**config.mk**
```make
export PLATFORM = sky130hd
export DESIGN_NAME = mlp_stream_host_flat
export DESIGN_NICKNAME = d
export VERILOG_FILES = /design/src/rtl/mlp_pkg.sv /design/src/rtl/mlp_stream_host_if.sv /design/src/rtl/mlp_result_ser.sv /design/src/rtl/mlp_stream_host.sv /design/src/flat_wrapper.sv
export SDC_FILE = /design/constraint.sdc
export NUM_CORES = 2
export LEC_CHECK = 0
export ABC_AREA = 1
export BUFFER_PORTS_ARGS = -buffer_cell sky130_fd_sc_hd__buf_2
export CAP_MARGIN = 20
export CORE_AREA = 2 2 356 358
export CTS_CLUSTER_SIZE = 10
export DETAILED_ROUTE_END_ITERATION = 10
export DIE_AREA = 0 0 358 360
export PLACE_DENSITY_LB_ADDON = 0.3
export SKIP_CTS_REPAIR_TIMING = 1
export SYNTH_ARGS = -nofsm -noshare
export SYNTH_HDL_FRONTEND = slang
export SYNTH_SLANG_ARGS = --single-unit
export TNS_END_PERCENT = 10
```
**constraint.sdc**
```tcl
create_clock -name clk -period 36.3 [get_ports clk]
set_input_delay 1.815 -clock clk [delete_from_list [all_inputs] [get_ports clk]]
set_output_delay 1.815 -clock clk [all_outputs]
set_load 0.02 [all_outputs]
```
**src/rtl/mlp_pkg.sv**
```systemverilog
// Shared constants, types and FSM state codes for the MLP stream host.
// Latency: n/a (declarations only).
// Backpressure: n/a.
package mlp_pkg;

  localparam int IN_DIM  = 64;
  localparam int HID_DIM = 32;
  localparam int OUT_DIM = 10;
  localparam int LOGIT_W = 32;
  localparam int CLASS_W = 4;

  typedef logic signed [7:0]         feat_t;
  typedef logic signed [LOGIT_W-1:0] logit_t;
  typedef feat_t  [IN_DIM-1:0]       feat_vec_t;
  typedef logit_t [OUT_DIM-1:0]      logit_vec_t;

  // Host controller states
  localparam logic [1:0] LOAD  = 2'd0;
  localparam logic [1:0] START = 2'd1;
  localparam logic [1:0] WAIT  = 2'd2;
  localparam logic [1:0] SEND  = 2'd3;

endpackage

```
**src/rtl/mlp_stream_host_if.sv**
```systemverilog
// Byte-in / word-out valid-ready stream pair between a producer/consumer and the host.
// Latency: n/a (wires only).
// Backpressure: s_ready throttles the byte stream, m_ready throttles result words.
interface mlp_stream_host_if;
  import mlp_pkg::*;

  logic        s_valid;
  logic        s_ready;
  feat_t       s_data;
  logic        m_valid;
  logic        m_ready;
  logic [31:0] m_data;
  logic        m_last;

  // Host side: consumes bytes, produces result words
  modport slave (
    input  s_valid, s_data, m_ready,
    output s_ready, m_valid, m_data, m_last
  );

  // Environment side: produces bytes, consumes result words
  modport master (
    output s_valid, s_data, m_ready,
    input  s_ready, m_valid, m_data, m_last
  );
endinterface

```
**src/rtl/mlp_result_ser.sv**
```systemverilog
// Captures logits/pred on done and streams them as OUT_DIM+1 32-bit beats (pred first).
// Latency: m_valid rises the cycle after capture; one beat per accepted cycle.
// Backpressure: beat index and m_data/m_last hold while m_valid && !m_ready.
module mlp_result_ser
  import mlp_pkg::*;
(
  input  logic               clk,
  input  logic               rst,
  input  logic               capture,
  input  logit_vec_t         logits,
  input  logic [CLASS_W-1:0] pred,
  output logic               m_valid,
  input  logic               m_ready,
  output logic [31:0]        m_data,
  output logic               m_last,
  output logic               pkt_done
);

  localparam int             BW        = $clog2(OUT_DIM + 1);
  localparam logic [BW-1:0]  BEAT_LAST = BW'(OUT_DIM);

  logit_vec_t         logits_q;
  logic [CLASS_W-1:0] pred_q;
  logic [BW-1:0]      beat;

  // Snapshot the core results on done, then walk the beats as the sink accepts them
  always_ff @(posedge clk or posedge rst) begin
    if (rst) begin
      logits_q <= '0;
      pred_q   <= '0;
      beat     <= '0;
      m_valid  <= 1'b0;
    end else if (capture) begin
      logits_q <= logits;
      pred_q   <= pred;
      beat     <= '0;
      m_valid  <= 1'b1;
    end else if (m_valid && m_ready) begin
      if (beat == BEAT_LAST) begin
        beat    <= '0;
        m_valid <= 1'b0;
      end else begin
        beat <= beat + 1'b1;
      end
    end
  end

  assign m_last   = m_valid && (beat == BEAT_LAST);
  assign pkt_done = m_last && m_ready;

  // Beat 0 carries the zero-extended class, beats 1..OUT_DIM the sign-extended logits
  always_comb begin
    m_data = 32'(pred_q);
    for (int i = 0; i < OUT_DIM; i++) begin
      if (beat == BW'(i + 1)) m_data = 32'(logits_q[i]);
    end
  end

endmodule

```
**src/rtl/mlp_stream_host.sv**
```systemverilog
// Host driver for the MLP core: assembles IN_DIM bytes, pulses start, waits for done, streams results.
// Latency: last byte at N -> mlp_start at N+1; done at D -> m_valid at D+1, last beat at D+OUT_DIM+1.
// Backpressure: s_ready only in LOAD; result beats stall on m_ready; timeout aborts a silent core.
module mlp_stream_host
  import mlp_pkg::*;
#(
  parameter int TIMEOUT_CYC = 4096
) (
  input  logic               clk,
  input  logic               rst,
  mlp_stream_host_if.slave   strm,
  output logic               mlp_start,
  output feat_vec_t          mlp_x,
  input  logit_vec_t         mlp_logits,
  input  logic [CLASS_W-1:0] mlp_pred,
  input  logic               mlp_done,
  output logic               busy,
  output logic               timeout_err,
  output logic [15:0]        sample_count
);

  localparam int            IW        = $clog2(IN_DIM);
  localparam logic [IW-1:0] IDX_LAST  = IW'(IN_DIM - 1);
  localparam int            TW        = $clog2(TIMEOUT_CYC);
  // Abort on the edge where the wait counter would reach TIMEOUT_CYC-1,
  // so the error flag lands exactly TIMEOUT_CYC cycles after the start pulse.
  localparam logic [TW-1:0] TCNT_LAST = TW'(TIMEOUT_CYC - 2);

  logic [1:0]    state;
  logic [IW-1:0] idx;
  logic [TW-1:0] tcnt;
  logic          s_hs;
  logic          capture;
  logic          pkt_done;

  assign strm.s_ready = (state == LOAD) && !rst;
  assign s_hs         = strm.s_valid && strm.s_ready;
  assign mlp_start    = (state == START);
  assign busy         = (state != LOAD);
  // Done outside WAIT (e.g. a level still high after SEND) must not re-capture
  assign capture      = (state == WAIT) && mlp_done;

  // Control FSM: byte count, start, timeout watch, packet completion
  always_ff @(posedge clk or posedge rst) begin
    if (rst) begin
      state        <= LOAD;
      idx          <= '0;
      tcnt         <= '0;
      timeout_err  <= 1'b0;
      sample_count <= '0;
    end else begin
      case (state)
        LOAD: begin
          if (s_hs) begin
            if (idx == '0) timeout_err <= 1'b0;
            if (idx == IDX_LAST) begin
              idx   <= '0;
              state <= START;
            end else begin
              idx <= idx + 1'b1;
            end
          end
        end
        START: begin
          tcnt  <= '0;
          state <= WAIT;
        end
        WAIT: begin
          if (mlp_done) begin
            state <= SEND;
          end else if (tcnt == TCNT_LAST) begin
            timeout_err <= 1'b1;
            state       <= LOAD;
          end else begin
            tcnt <= tcnt + 1'b1;
          end
        end
        SEND: begin
          if (pkt_done) begin
            sample_count <= sample_count + 16'd1;
            state        <= LOAD;
          end
        end
        default: state <= LOAD;
      endcase
    end
  end

  // Feature vector assembly; frozen whenever s_ready is low
  always_ff @(posedge clk or posedge rst) begin
    if (rst) begin
      mlp_x <= '0;
    end else if (s_hs) begin
      mlp_x[idx] <= strm.s_data;
    end
  end

  mlp_result_ser u_ser (
    .clk      (clk),
    .rst      (rst),
    .capture  (capture),
    .logits   (mlp_logits),
    .pred     (mlp_pred),
    .m_valid  (strm.m_valid),
    .m_ready  (strm.m_ready),
    .m_data   (strm.m_data),
    .m_last   (strm.m_last),
    .pkt_done (pkt_done)
  );

endmodule

```
**src/flat_wrapper.sv**
```systemverilog
// flat-port wrapper written by rule: the top's interface ports become plain ports
module mlp_stream_host_flat import mlp_pkg::*;
#(
  parameter int TIMEOUT_CYC = 4096
)
  (clk, rst, mlp_start, mlp_x, mlp_logits, mlp_pred, mlp_done, busy, timeout_err, sample_count, strm_s_valid, strm_s_data, strm_m_ready, strm_s_ready, strm_m_valid, strm_m_data, strm_m_last);
  mlp_stream_host_if strm_i ();
  input  logic clk;
  input  logic rst;
  output logic mlp_start;
  output feat_vec_t mlp_x;
  input  logit_vec_t mlp_logits;
  input  logic [CLASS_W-1:0] mlp_pred;
  input  logic mlp_done;
  output logic busy;
  output logic timeout_err;
  output logic [15:0] sample_count;
  input wire logic [$bits(strm_i.s_valid)-1:0] strm_s_valid;
  input wire logic [$bits(strm_i.s_data)-1:0] strm_s_data;
  input wire logic [$bits(strm_i.m_ready)-1:0] strm_m_ready;
  output wire logic [$bits(strm_i.s_ready)-1:0] strm_s_ready;
  output wire logic [$bits(strm_i.m_valid)-1:0] strm_m_valid;
  output wire logic [$bits(strm_i.m_data)-1:0] strm_m_data;
  output wire logic [$bits(strm_i.m_last)-1:0] strm_m_last;
  assign strm_i.s_valid = strm_s_valid;
  assign strm_i.s_data = strm_s_data;
  assign strm_i.m_ready = strm_m_ready;
  assign strm_s_ready = strm_i.s_ready;
  assign strm_m_valid = strm_i.m_valid;
  assign strm_m_data = strm_i.m_data;
  assign strm_m_last = strm_i.m_last;
  mlp_stream_host #(.TIMEOUT_CYC(TIMEOUT_CYC)) u_core (.clk(clk), .rst(rst), .strm(strm_i), .mlp_start(mlp_start), .mlp_x(mlp_x), .mlp_logits(mlp_logits), .mlp_pred(mlp_pred), .mlp_done(mlp_done), .busy(busy), .timeout_err(timeout_err), .sample_count(sample_count));
endmodule
```
# Word level (Yosys, flattened, before mapping)
# Cells that the tools add are included.
[word_totals] regBits=878 input_bits=337
[op_classes] n_lt_le_gt_ge=2 add_sub_neg=4 n_reduce_logical=21 n_eq_ne=23 mux=34
[op_table] op="512-bit bitwise mux" count=1
[op_table] op="32-bit two-way mux" count=10
[op_table] op="8-bit demux with 6-bit select" count=1
[op_table] op="12-bit two-way mux" count=2
[op_table] op="12-bit case mux with 2 select lines" count=1
[op_table] op="16-bit by 1-bit adder with 16-bit output (second input constant)" count=1
[op_table] op="4-bit by 3-bit equality test with 1-bit output (second input constant)" count=4
[op_table] op="12-bit by 1-bit adder with 12-bit output (second input constant)" count=1
[op_table] op="12-bit equality test (second input constant)" count=1
[op_table] op="4-bit equality test (second input constant)" count=3
[op_table] op="4-bit two-way mux" count=3
[op_table] op="2-bit two-way mux" count=5
[op_table] op="2-bit inequality test (second input constant)" count=5
[op_table] op="2-bit nonzero test" count=5
[op_table] op="4-bit by 2-bit equality test with 1-bit output (second input constant)" count=2
[op_table] op="8-bit two-way mux" count=1
[op_table] op="2-bit case mux with 4 select lines" count=1
[op_table] op="1-bit logical AND" count=7
[op_table] op="6-bit by 7-bit < comparator with 1-bit output (second input constant)" count=1
[op_table] op="1-bit two-way mux" count=7
[op_table] op="6-bit by 1-bit adder with 6-bit output (second input constant)" count=1
[op_table] op="6-bit equality test (second input constant)" count=1
[op_table] op="6-bit by 1-bit greater-or-equal comparator with 1-bit output (second input constant)" count=1
[op_table] op="6-bit logical NOT" count=1
[op_table] op="other kinds (14)" count=18

# Logic depth before layout (Yosys ltp)
[depth] ltp_word=11 depth_mapped=15

# Cells and area by module
# Synthesis repeated with hierarchy kept, for this count alone.
[hier_totals] cells_unflattened=3874 area_unflattened_um2=35026.1
[by_module_without_submodules] mod="mlp_stream_host" area_each_um2=20442.1 instances=1 cells_each=2034
[by_module_without_submodules] mod="mlp_result_ser" area_each_um2=14584.0 instances=1 cells_each=1840

# Worst setup path after synthesis
# Ideal clock, no wire load.
[synth_path] path_kind="in2out" from="input port rst" to="output port strm_s_ready" slack_ps=32490 required_time_ps=34485 cell_stages=1 arrival_time_ps=1995 cell_sequence="nor2_4"
[synth_via] elab_chain_len=2
[synth_rtl] element="from (decl)" line_no="flat_wrapper.sv:9" rtl="input logic rst;"
[synth_rtl] element="1-bit logical NOT" line_no="mlp_stream_host.sv:36" rtl="assign strm.s_ready = (state == LOAD) && !rst;"
[synth_rtl] element="1-bit logical AND" line_no="mlp_stream_host.sv:36"
[synth_rtl] element="to (decl)" line_no="flat_wrapper.sv:21" rtl="output wire logic [$bits(strm_i.s_ready)-1:0] strm_s_ready;"
# No other way between the ends.

# Worst setup path after layout
[layout_path] from="register u_core.u_ser.beat[1]" to="output port strm_m_data[14]"
[layout_via] elab_chain_len=11
[layout_rtl] element="from (decl)" line_no="mlp_result_ser.sv:24" rtl="logic [BW-1:0] beat;"
[layout_rtl] element="from (signal assigned)" line_no="mlp_result_ser.sv:43" rtl="beat <= beat + 1'b1;"
[layout_rtl] element="4-bit by 1-bit equality test with 1-bit output" line_no="mlp_result_ser.sv:55" rtl="if (beat == BW'(i + 1)) m_data = 32'(logits_q[i]);"
[layout_rtl] element="32-bit two-way mux (9 in series)" line_no="mlp_result_ser.sv:55"
[layout_rtl] element="32-bit two-way mux *" line_no="mlp_result_ser.sv:55"
[layout_rtl] element="to (decl)" line_no="flat_wrapper.sv:23" rtl="output wire logic [$bits(strm_i.m_data)-1:0] strm_m_data;"
# Mark *: on every way between the ends. The rest lies on a longest branch, timed or not.

==> flow_summary.yaml <==
drt:
  routed-via-count: 29700
  dr.pass1.iters: 7
  drt_drc_violations_left: 0
  post_drt_wl_per_cell_microns: 22.0
  detail-route-antenna-nets: 0
  wirelength_microns: 140000
  drt_iter0_markers: 2546
  routed_vias_inst: 4.66
cells_and_area:
  commonest_cells_after_routing_fill_and_taps_aside: "1,550 x nand2_1, 902 x buf_2, 878 x dfrtp_1"
  total_number_of_nets_in_the_final_design: 5013
  area_growth_syn_to_layout_pct: 26.4
  final_layout_size_suffix_gt1_frac: 0.234
  layout.cells.most_common: "nand2_1"
run:
  cap_violations: 0
floorplanning:
  fp.dieArea_sq_um: 129000
  top_level_ports: 903
  floorplan.core_area_sq_um: 125000
  die_height_microns: 360
  initial_utilization: 0.279
  rows: 130
  fp.dieW_microns: 358
synth:
  synth_enable_flop_cells: 0
  post_synth.cell_area_avg_sq_um: 9.10
  netlist_area_sq_um: 34900
  leading_register_cell_type_out_of_synthesis: "dfrtp_1"
  synth-seq-area-share: 0.630
  postSynthRegisterBits: 878
  synth_fp_nets: 4178
  syn_inst: 3836
  ys.warnings.count: 0
  synth_cell_types: 38
  synth-async-reset-ratio: 1.00
global_route:
  antenna_violations_before_repair: 35
  grt_start_max_net_pins: 169
  grt_overflow_total: 0
  first_global_vias: 29400
  gr-usage-all-layers: 0.213
  grt_pass1_wl_microns: 204000
power:
  pwr_density_cell_nw_per_um2: 77.7
  comb_power_share: 0.310
  total_power_w: 0.00343
  switching_power_w: 0.00134
  sequentialPowerShare: 0.402
  switching_share: 0.391
  p_int_w: 0.00209
  p_leak_nw: 23.0
  peakVddDrop_mv: 0.0525
  power.share.clock: 0.288
placement:
  dp_hpwl_microns: 98300
  port_buffers: 902
  finalWeightedCongestion: 0.881
clock_network:
  htree_num_levels: 3
  cts_buffers: 104
  clock_tree.root_cell: "clkbuf_16"
  clk-insertion-delay-late_ps: 750
  ctsLongestPathBuffers: 3
  cts_sinks: 878
  tritoncts: "built"
  register_clock_pin_slew_on_the_reported_worst_setup_and_hold_paths_ps: 60
worst_hold_path:
  min-delay-start: "u_core.u_ser.logits_q[216]"
  hold_path.class: "reg -> reg"
setup_path:
  timing.critical_path.required_ps: 34490
  r2r_start: "u_core.state[1]"
  cp-startpoint: "u_core.u_ser.beat[1]"
  worst_path_max_delay_cell: "clkinv_1"
  path_cells: "nand2_1 > inv_1 > nand2_1 > clkinv_1 > a21oi_1 > o2111ai_1 > a21oi_1 > nand4_1 > buf_2"
  timing.critical_path.max_delay_family: "compound AO/OA/AOI/OAI gates"
  worst_setup_path_end_kind: "output pin"
  max_stage_delay_ps: 780
  critical_path_peak_fanout: 27
  arrival_ps: 4060
  start_kind: "register"
  worst-path-buf-inv: 3
  path_class: "reg -> out"
timing:
  max_slew_margin: 0.307
  final.setup.tns_ps: 0
  hold_viol_final: 0
  worst_clock_skew_ps: 64.8
  finalMaxSlewViolations: 0
  finalWorstPathRequiredPeriod_ps: 5870
  setup_repair_after_global_routing_missed_its_margin: "no"
  setup_viol: 0
  post-route-period-util: 0.162
  fmax_mhz: 170
  slew_at_the_pin_closest_to_its_max_slew_limit_ps: 1040
outcome:
  run_status: "finished, final reports clean"
-- state kept, by name, summed over array words and instances, names as in the netlist --
signal and count:
u_core.mlp_x 512, u_core.idx 6, u_core.timeout_err 1, u_core.u_ser.logits_q 320, u_core.u_ser.pred_q 4, u_core.sample_count 16, u_core.u_ser.beat 4, u_core.tcnt 12
u_core.u_ser.m_valid 1, u_core.state 2
-- per-layer routing --
layer,up-vias,GRT usage,share of wire
met4,28,0.0811,0.039
met1,14500,0.257,0.40
met5,-,0,0.0014
met3,242,0.0625,0.079
li1,14000,-,-
met2,1039,0.356,0.48
-- layout make-up --
cell class,count,area [sq um]
Clock buffer,133,2770
Tap cell,1650,2060
Inverter,206,791
Timing Repair Buffer,949,4940
Multi-Input combinational cell,2532,11200
Clock inverter,17,340
Sequential cell,878,22000
Antenna cell,17,42.5
Fill cell,13100,80800
-- path summary, 6_finish.rpt --
path	end	slack [ps]	cells after the start
worst max-delay path	strm_m_data[14]	30430	9
worst min-delay path	u_core.u_ser.logits_q[216]	470	2
worst max register to register	u_core.u_ser.logits_q[7]	31520	9
worst min register to register	u_core.u_ser.logits_q[216]	470	2
max in group asynchronous	u_core.mlp_x[466]	32620	5
min in group asynchronous	u_core.sample_count[15]	1200	2
-- power by group through the flow --
stage | logic, W | clock network [W] | registers, W
final | 0.00106 | 0.000987 | 0.00138
after floorplan | 0.000528 | 0 | 0.00147
after detailed placement | 0.00109 | 0 | 0.00139
after global routing | 0.00118 | 0.00105 | 0.00141
after CTS | 0.00109 | 0.00101 | 0.00137
after global placement | 0.00108 | 0 | 0.00138
-- cells in the mapped netlist, types with 15 or more instances --
cell	count	area, sq um
inv_1	195	732
nand3_1	49	245
buf_2	42	210
dfrtp_1	878	22000
nand4_1	26	163
o21ai_0	663	3320
clkbuf_1	154	578
a21oi_1	74	370
buf_6	16	180
xor2_1	15	131
nand2_1	1550	5820
nor2_1	49	184
o22ai_1	25	156
o2111ai_1	37	324
-- cells by family (layout without fill, tap and decap cells) --
logic type | Yosys count | in the layout | share of synthesized area
adders and majority gates | 5 | 5 | 0.00179
DFF | 878 | 878 | 0.630
xor gates and xnor gates | 18 | 18 | 0.00452
and+or+nand+nor | 1701 | 1701 | 0.191
AOI/OAI and AO/OA | 808 | 808 | 0.122
other | 0 | 17 | 0
buffers and inverters | 426 | 1305 | 0.0512
-- metrics by stage --
step / worst slack (ps) / util / area (sq um) / hold WS [ps] / cells
final: 30430 / 0.353 / 44100 / 467 / 6382
after global routing: 30240 / 0.353 / 44100 / 484 / 6370
after CTS: 30360 / 0.352 / 44000 / 467 / 6362
after detailed placement: 30610 / 0.327 / 40900 / 455 / 6212
after global placement: 30690 / 0.327 / 40900 / 450 / 6212
after floorplan: 9810 / - / 34900 / 437 / 3836
-- tightest hold or removal path, cell delays in order (launching register included) --
cell     delay, ps
dfrtp_1        330
nand2_1         50
nand2_1         50
No activity file was read; power rests on OpenSTA's default activity.
